===== config.mk =====
export PLATFORM = sky130hd
export DESIGN_NAME = vga_scanout
export DESIGN_NICKNAME = d
export VERILOG_FILES = /design/src/rtl/vga_scanout.sv
export SDC_FILE = /design/constraint.sdc
export NUM_CORES = 1
export LEC_CHECK = 0
export CAP_MARGIN = 0
export CORE_MARGIN = 5
export CORE_UTILIZATION = 35
export DETAILED_ROUTE_END_ITERATION = 12
export PLACE_DENSITY_LB_ADDON = 0.1
export SYNTH_ARGS = -nofsm -noshare
export SYNTH_HDL_FRONTEND = slang
export SYNTH_SLANG_ARGS = --single-unit

===== constraint.sdc =====
create_clock -name clk -period 3.57 [get_ports clk]
set_input_delay 0.5355 -clock clk [delete_from_list [all_inputs] [get_ports clk]]
set_output_delay 0.5355 -clock clk [all_outputs]
set_load 0.1 [all_outputs]

===== src/rtl/vga_scanout.sv =====
// VGA raster timing generator and pin driver: counters out to the renderers, colour/sync
// realigned through a PIPE-deep delay line. Optional colour bars under SCANOUT_TESTPATTERN_EN.
module vga_scanout #(
  parameter int H_ACTIVE = 640,
  parameter int H_FP     = 16,
  parameter int H_SYNC   = 96,
  parameter int H_BP     = 48,
  parameter int V_ACTIVE = 480,
  parameter int V_FP     = 10,
  parameter int V_SYNC   = 2,
  parameter int V_BP     = 33,
  parameter int PIPE     = 2
) (
  input  logic       clk,
  input  logic       reset,
  output logic [9:0] pixel_x,
  output logic [9:0] pixel_y,
  output logic       active,
  output logic       frame_start,
  input  logic [3:0] rgb_in,
  input  logic       test_pattern,
  output logic [3:0] vga_rgb,
  output logic       vga_hsync,
  output logic       vga_vsync
);

  localparam int H_TOTAL = H_ACTIVE + H_FP + H_SYNC + H_BP;
  localparam int V_TOTAL = V_ACTIVE + V_FP + V_SYNC + V_BP;

  localparam logic [9:0] H_LAST   = 10'(H_TOTAL - 1);
  localparam logic [9:0] V_LAST   = 10'(V_TOTAL - 1);
  localparam logic [9:0] H_ACT    = 10'(H_ACTIVE);
  localparam logic [9:0] V_ACT    = 10'(V_ACTIVE);
  localparam logic [9:0] HS_START = 10'(H_ACTIVE + H_FP);
  localparam logic [9:0] HS_END   = 10'(H_ACTIVE + H_FP + H_SYNC);
  localparam logic [9:0] VS_START = 10'(V_ACTIVE + V_FP);
  localparam logic [9:0] VS_END   = 10'(V_ACTIVE + V_FP + V_SYNC);

  logic [9:0] hcount;
  logic [9:0] vcount;
  logic       hsync_raw;
  logic       vsync_raw;

  // No handshake: renderers see pixel_x/pixel_y every cycle and must return rgb_in exactly
  // PIPE cycles later; there is no valid/ready and no backpressure in either direction.
  always_ff @(posedge clk) begin
    if (reset) begin
      hcount <= '0;
      vcount <= '0;
    end else if (hcount == H_LAST) begin
      hcount <= '0;
      vcount <= (vcount == V_LAST) ? 10'd0 : vcount + 10'd1;
    end else begin
      hcount <= hcount + 10'd1;
    end
  end

  assign pixel_x     = hcount;
  assign pixel_y     = vcount;
  assign active      = (hcount < H_ACT) && (vcount < V_ACT);
  assign frame_start = (hcount == 10'd0) && (vcount == 10'd0);
  assign hsync_raw   = !((hcount >= HS_START) && (hcount < HS_END));
  assign vsync_raw   = !((vcount >= VS_START) && (vcount < VS_END));

  // Stage i holds the value the counters produced i cycles ago.
  logic [PIPE:1] act_d;
  logic [PIPE:1] hs_d;
  logic [PIPE:1] vs_d;

  always_ff @(posedge clk) begin
    if (reset) begin
      act_d <= '0;
      hs_d  <= '1;
      vs_d  <= '1;
    end else begin
      act_d[1] <= active;
      hs_d[1]  <= hsync_raw;
      vs_d[1]  <= vsync_raw;
      for (int i = 2; i <= PIPE; i++) begin
        act_d[i] <= act_d[i-1];
        hs_d[i]  <= hs_d[i-1];
        vs_d[i]  <= vs_d[i-1];
      end
    end
  end

  logic [3:0] colour_src;

`ifdef SCANOUT_TESTPATTERN_EN
  logic [2:0]    bar_k;
  logic [3:0]    bar_colour;
  logic [PIPE:1] tp_d;
  logic [3:0]    bar_d [PIPE:1];

  // Out-of-range k only occurs in blanking, where the colour is discarded.
  assign bar_k = 3'(hcount / 10'd80);

  always_comb begin
    bar_colour = 4'b0000;
    case (bar_k)
      3'd0: bar_colour = 4'b0000;
      3'd1: bar_colour = 4'b0011;
      3'd2: bar_colour = 4'b0001;
      3'd3: bar_colour = 4'b0111;
      3'd4: bar_colour = 4'b0100;
      3'd5: bar_colour = 4'b1101;
      3'd6: bar_colour = 4'b0110;
      3'd7: bar_colour = 4'b1011;
      default: bar_colour = 4'b0000;
    endcase
  end

  always_ff @(posedge clk) begin
    if (reset) begin
      tp_d <= '0;
      for (int i = 1; i <= PIPE; i++) bar_d[i] <= 4'b0000;
    end else begin
      tp_d[1]  <= test_pattern;
      bar_d[1] <= bar_colour;
      for (int i = 2; i <= PIPE; i++) begin
        tp_d[i]  <= tp_d[i-1];
        bar_d[i] <= bar_d[i-1];
      end
    end
  end

  assign colour_src = tp_d[PIPE] ? bar_d[PIPE] : rgb_in;
`else
  logic unused_test_pattern;
  assign unused_test_pattern = test_pattern;
  assign colour_src          = rgb_in;
`endif

  always_ff @(posedge clk) begin
    if (reset) begin
      vga_rgb   <= 4'b0000;
      vga_hsync <= 1'b1;
      vga_vsync <= 1'b1;
    end else begin
      vga_rgb   <= act_d[PIPE] ? colour_src : 4'b0000;
      vga_hsync <= hs_d[PIPE];
      vga_vsync <= vs_d[PIPE];
    end
  end

endmodule


; ---- Yosys cells after proc, flatten, opt, wreduce, memory -nomap -nowiden
; Index checks and enable logic that the tools add are counted.
[totals]
register_bits = 32
out_inout_bits = 28
wordCells = 30
[op_classes]
addsub = 2
n_lt_le_gt_ge = 6
eq_ne = 2
mux = 1
n_bitwise = 1
reduce_logical = 10
[ops]
columns = operator, n
row1 = "10-bit by 1-bit adder with 10-bit output, second input constant", 2
row2 = "10-bit == test, second input constant", 2
row3 = 10-bit zero test, 2
row4 = "10-bit less-than comparator, second input constant", 2
row5 = "10-bit by 9-bit less-than comparator with 1-bit output, second input constant", 2
row6 = "10-bit >= comparator, second input constant", 1
row7 = "10-bit by 9-bit >= comparator with 1-bit output, second input constant", 1
row8 = 10-bit 2-to-1 mux, 1
row9 = 1-bit logical AND, 4
row10 = 2-bit OR reduction, 2
row11 = 1-bit zero test, 2
row12 = 1-bit NOT, 1

; ---- Depth between registers and ports, before layout
; Gate-level depths: netlist of the first run.
[logic_depth]
depth_word = 3
depth_mapped = 7
mapped_depth_nobuf = 6

; ---- Least setup slack after synthesis of the first run
; No wires, ideal clock.
[synth_path]
path_type = flip-flop to output port
from = register vcount[5], in the netlist pixel_y[5]
to = output frame_start
t_arrival_ps = 4242
slack_ps = -1208
path_stages_with_launch = 5
cell_sequence = dfxtp_1 clkbuf_2 nor4_1 nand4_1 nor4_1
[synth_via]
elab_chain_len = 2
[synth_lines]
columns = item, line
row1 = "start, declared", 40  ; logic [9:0] vcount;
row2 = "start signal, assigned", 52  ; vcount <= (vcount == V_LAST) ? 10'd0 : vcount + 10'd1;
row3 = 10-bit zero test, 61  ; assign frame_start = (hcount == 10'd0) && (vcount == 10'd0);
row4 = 1-bit logical AND, 61
row5 = "end, declared", 19  ; output logic frame_start,
; No other way between the ends.

; ---- Worst setup path after layout of the first run
[layout_path]
from = register hcount[5], in the netlist pixel_x[5]
to = output pixel_x[5]
[layout_rtl]
columns = item, line
row1 = "start, declared", 39  ; logic [9:0] hcount;
row2 = "start signal, assigned", 54  ; hcount <= hcount + 10'd1;
row3 = "end, declared", 16  ; output logic [9:0] pixel_x,
; No word-level cell between the ends.

==> reports/qor.yml, run 1 <==
route.detailed.drc: 0
cpPeakStageDelay_ps: 1220
cp_slowest_cell: "clkdlybuf4s50_1"
grt_first_pass_wirelength_um: 5437
final_core_util: 0.4741
startpoint: "pixel_x[5]"
nets: 199
fin_ws_ps: 937.2
die_x_um: 73.36
tightestPinTransition_ps: 974.9
outcome: "finished, final reports clean"
fin_crit_sh: 0.7375
hp-class: "register to register"
die_area_um2: 5382
r2r_slack_ps: 1590
grt_pass1_vias: 1201
place.port_buffers: 33
reg2reg_to: "pixel_y[0]"
cp-end-kind: "output port"
startpoint_type: "register"
ys_types: 33
peakVddDrop_mv: 0.2999
crit_end: "pixel_x[5]"
antenna_found_initial: 0
syn_area_um2: 1405
routedWlPerCell_um: 13.70
diodes: 0
hpwlAfterDp_um: 2318
antenna_left: 0
synthXorXnorAreaFrac: 0.08103
cp.required_ps: 3030
area_growth_pct: 33.04
firstDrtPassIters: 4
timing.critical_path.cells: "clkdlybuf4s50_1"
critPathBufInv: 1
grt_max_degree: 15
yosys.area_share.adder: 0.03562
synth_async_sr_flop_share: 0
synth_top_family_by_area: "simple AND/OR/NAND/NOR gates"
synthCells: 155
synth_commonest_cells: "32 x dfxtp_1, 15 x nor2_1, 10 x nand2_1"
hold_slack_ps: 408.0
synth_most_common_cell: "dfxtp_1"
clock_sinks: 32
cts_max_level: 2
tns_ps: 0
hold_violations: 0
cts_tree: "built"
core_um2: 3943
synth.area.mux_share: 0.007124
synth-compound-area-share: 0.04007
synth_nets: 166
ys_ff_latch: 32
power.density_nw_per_um2: 419.5
arrival_ps: 2100
post-route-min-period_ps: 2633
post_cts_buffers: 0
synth-simple-area-share: 0.3313
cp_num_cells: 1
synth_edf_count: 0
layout-drive-gt1-share: 0.09524
worst-r2r-cell-count: 5
r2r-start: "pixel_x[0]"
yosys_most_used_dff: "dfxtp_1"
report.final.slew_viol_count: 0
crit_family: "buffers and inverters"
clock_latency_ps: 280
routed_wl_um: 3274
synth_top_area_frac: 0.4559
synthTopCellsByArea: "dfxtp_1 46%, xor2_1 5.0%, nand4_1 4.0%"
synth.largest_area_cell: "dfxtp_1"
maxCapViolCount: 0
rsz0062_at_grt: "no"
clockBufferDepth: 2
setup_viol: 0
relSlewSlack: 0.3480
p_leak_nw: 0.6895
grtUsageTotal: 0.1289
die_y_um: 73.36
row_count: 23
drtIter0Drc: 45
avgSynthCellArea_um2: 9.065
io_pins: 35
ys_seq_area_frac: 0.4559
cp_max_fo: 10
skew_ps: 2.973
max_freq_ghz: 0.3798
cts-root-buf: "clkbuf_8"
avgViaCountPerCell: 5.025
cts_buffers: 5
critPathKind: "register to output port"
routabilityCongestion: 0.8245
start_util: 0.3564
place_ws_ps: 1246
yosysWarnings: 0
vias: 1201
cts-resized-gates: 0
clkTransAtPathRegs_ps: 70
overflow: 0
cts_hold_buf: 0
## cell type report
class	count	area, um2
clock buffers	6	72.57
flip-flops and latches	32	640.6
fillers	383	2073
inverters	5	18.77
well taps	50	62.56
repair buffers	34	332.8
clock inverters	2	35.03
multi-input cells	110	706.9
## power breakdown
| part | total [mW] | switching, mW | internal (mW) |
|---|---|---|---|
| combinational | 0.0776 | 0.0567 | 0.0209 |
| clock | 0.340 | 0.133 | 0.207 |
| sequential | 0.367 | 0.00432 | 0.362 |
## stage by stage
stage                     cells  instance area (um2)  power (mW)
final                       239                 1869      0.7842
after global placement      231                 1762      0.4525
after floorplan             155                 1416      0.4307
after global routing        239                 1869      0.8126
after CTS                   239                 1869      0.7963
after detailed placement    231                 1762      0.4528
## worst min-delay path by stage
stage,from,to,slack [ps],cells past startpoint
4_1_cts,vs_d[2],vga_vsync,410,1
6_report,vs_d[2],vga_vsync,410,1
5_1_grt,hs_d[2],vga_hsync,420,1
3_3_place_gp,hs_d[2],vga_hsync,390,1
2_1_floorplan,hs_d[1],hs_d[2],390,1
3_5_place_dp,vs_d[2],vga_vsync,390,1
## layout by cell type, fill, tap and decap left out, types with 7 or more instances in the layout
cell type and n:
and3_1 8, clkdlybuf4s50_1 31, dfxtp_1 32, nand2_1 10
nand3_1 7, nand4_1 9, nor2_1 15, xor2_1 8
## sequential cells by signal, indices dropped and copies added, names as in the netlist
register   cells
vga_vsync      1
hs_d           2
pixel_y       10
act_d          2
pixel_x       10
vga_hsync      1
vga_rgb        4
vs_d           2
## cell families after synthesis
kind of cell | Yosys count
fa+ha+maj | 4
mux | 1
compound gates | 10
xor+xnor | 13
buf+inv | 13
simple gates | 82
flops | 32
## per-layer routing
| layer | wire, um | vias to the layer above | global-route usage |
|---|---|---|---|
| li1 | - | 603 | - |
| met1 | 1473 | 560 | 0.1455 |
| met2 | 1567 | 30 | 0.2185 |
| met3 | 180 | 8 | 0.04651 |
| met4 | 53 | 0 | 0.05433 |
| met5 | 0 | - | 0 |
No activity file was read; power rests on OpenSTA's default activity.
==> inputs of run 2 (changes only) <==
==> constraint.sdc (replaced) <==
create_clock -name clk -period 2.55 [get_ports clk]
set_input_delay 0.3825 -clock clk [delete_from_list [all_inputs] [get_ports clk]]
set_output_delay 0.3825 -clock clk [all_outputs]
set_load 0.1 [all_outputs]
==> reports/qor.yml, run 2 (synthesis results as in run 1) <==
outcome: "finished, final reports clean"
arrival_ps: 1710
die_x_um: 73.36
final_cells: 239
cp_max_fo: 7
peakVddDrop_mv: 0.2502
critPathKind: "register to output port"
final_common_cell: "buf_4"
routedWlPerCell_um: 13.46
r2r-start: "pixel_x[0]"
maxCapViolCount: 0
min_from: "vs_d[2]"
vias: 1190
power.density_nw_per_um2: 600.5
cts-resized-gates: 0
clockBufferDepth: 2
die_y_um: 73.36
overflow: 0
antenna_found_initial: 0
layout-drive-gt1-share: 0.3069
clkTransAtPathRegs_ps: 70
fin_area_um2: 1853
io_pins: 35
start_util: 0.3564
relSlewSlack: 0.6555
cts-root-buf: "clkbuf_8"
clock_latency_ps: 280
drtIter0Drc: 29
grt_max_degree: 14
die_area_um2: 5382
placed_area_um2: 1743
tightestPinTransition_ps: 513.3
area_growth_pct: 31.88
post-route-min-period_ps: 2093
fin_crit_sh: 0.8210
cts_max_level: 2
place_ws_ps: 628.0
dp.cells: 231
cts_tree: "built"
startpoint_type: "register"
skew_ps: 4.058
tns_ps: 0
hold_slack_ps: 408.5
avgViaCountPerCell: 4.979
core_um2: 3943
hpwlAfterDp_um: 2316
fin_ws_ps: 456.5
startpoint: "pixel_y[4]"
max_freq_ghz: 0.4777
cts_buffers: 5
grt_first_pass_wirelength_um: 5430
place.port_buffers: 33
p_leak_nw: 0.7582
hp-class: "register to register"
r2r_slack_ps: 580
mostFrequentLayoutCells: "28 x buf_4, 19 x dfxtp_1, 15 x nor2_1"
setup_viol: 0
cts_hold_buf: 0
grtUsageTotal: 0.1303
routed_wl_um: 3218
clock_sinks: 32
cp.required_ps: 2170
report.final.slew_viol_count: 0
final_core_util: 0.4700
routabilityCongestion: 0.8001
antenna_left: 0
row_count: 23
rsz0062_at_grt: "no"
nets: 199
hold_violations: 0
post_cts_buffers: 0
cp-end-kind: "output port"
grt_pass1_vias: 1147
firstDrtPassIters: 4
route.detailed.drc: 0
p_total_mw: 1.113
diodes: 0
-- run 2: cell count changes in the layout (fill, tap and decap cells not counted), moves of 12 or more --
| cell | previous run | this run |
|---|---|---|
| clkdlybuf4s50_1 | 31 | 5 |
| buf_4 | 3 | 28 |
| dfxtp_1 | 32 | 19 |
| dfxtp_2 | 0 | 12 |
-- run 2: power by group --
| group | switching (mW) | total (mW) | internal [mW] |
|---|---|---|---|
| logic | 0.0814 | 0.116 | 0.0349 |
| registers | 0.00690 | 0.513 | 0.506 |
| clock network | 0.194 | 0.484 | 0.290 |
-- run 2: worst max-delay path, stage by stage, from the launching register on --
cell,delay [ps]
dfxtp_2,360
nor4_1,390
nand4_1,210
nor4_4,250
buf_12,220
-- run 2: area by class of cell --
type                       instances  area (um2)
fill                             379        2090
multi-input combinational        110       721.9
sequential                        32       659.4
timing repair buffer              34       280.3
clock buffer                       5       68.82
tap                               50       62.56
clock inverter                     3       41.29
inverter                           5       18.77
-- run 2: final timing paths --
check,end,cells after the start
setup reg to reg,pixel_y[6],5
hold / removal,vga_vsync,1
hold reg to reg,vga_vsync,1
setup / recovery,frame_start,4
-- run 2: routing by layer --
| layer | part of all wire | GRT usage |
|---|---|---|
| met1 | 0.46 | 0.1623 |
| met2 | 0.44 | 0.1976 |
| met3 | 0.074 | 0.05198 |
| met4 | 0.025 | 0.05835 |
| met5 | 0 | 0 |
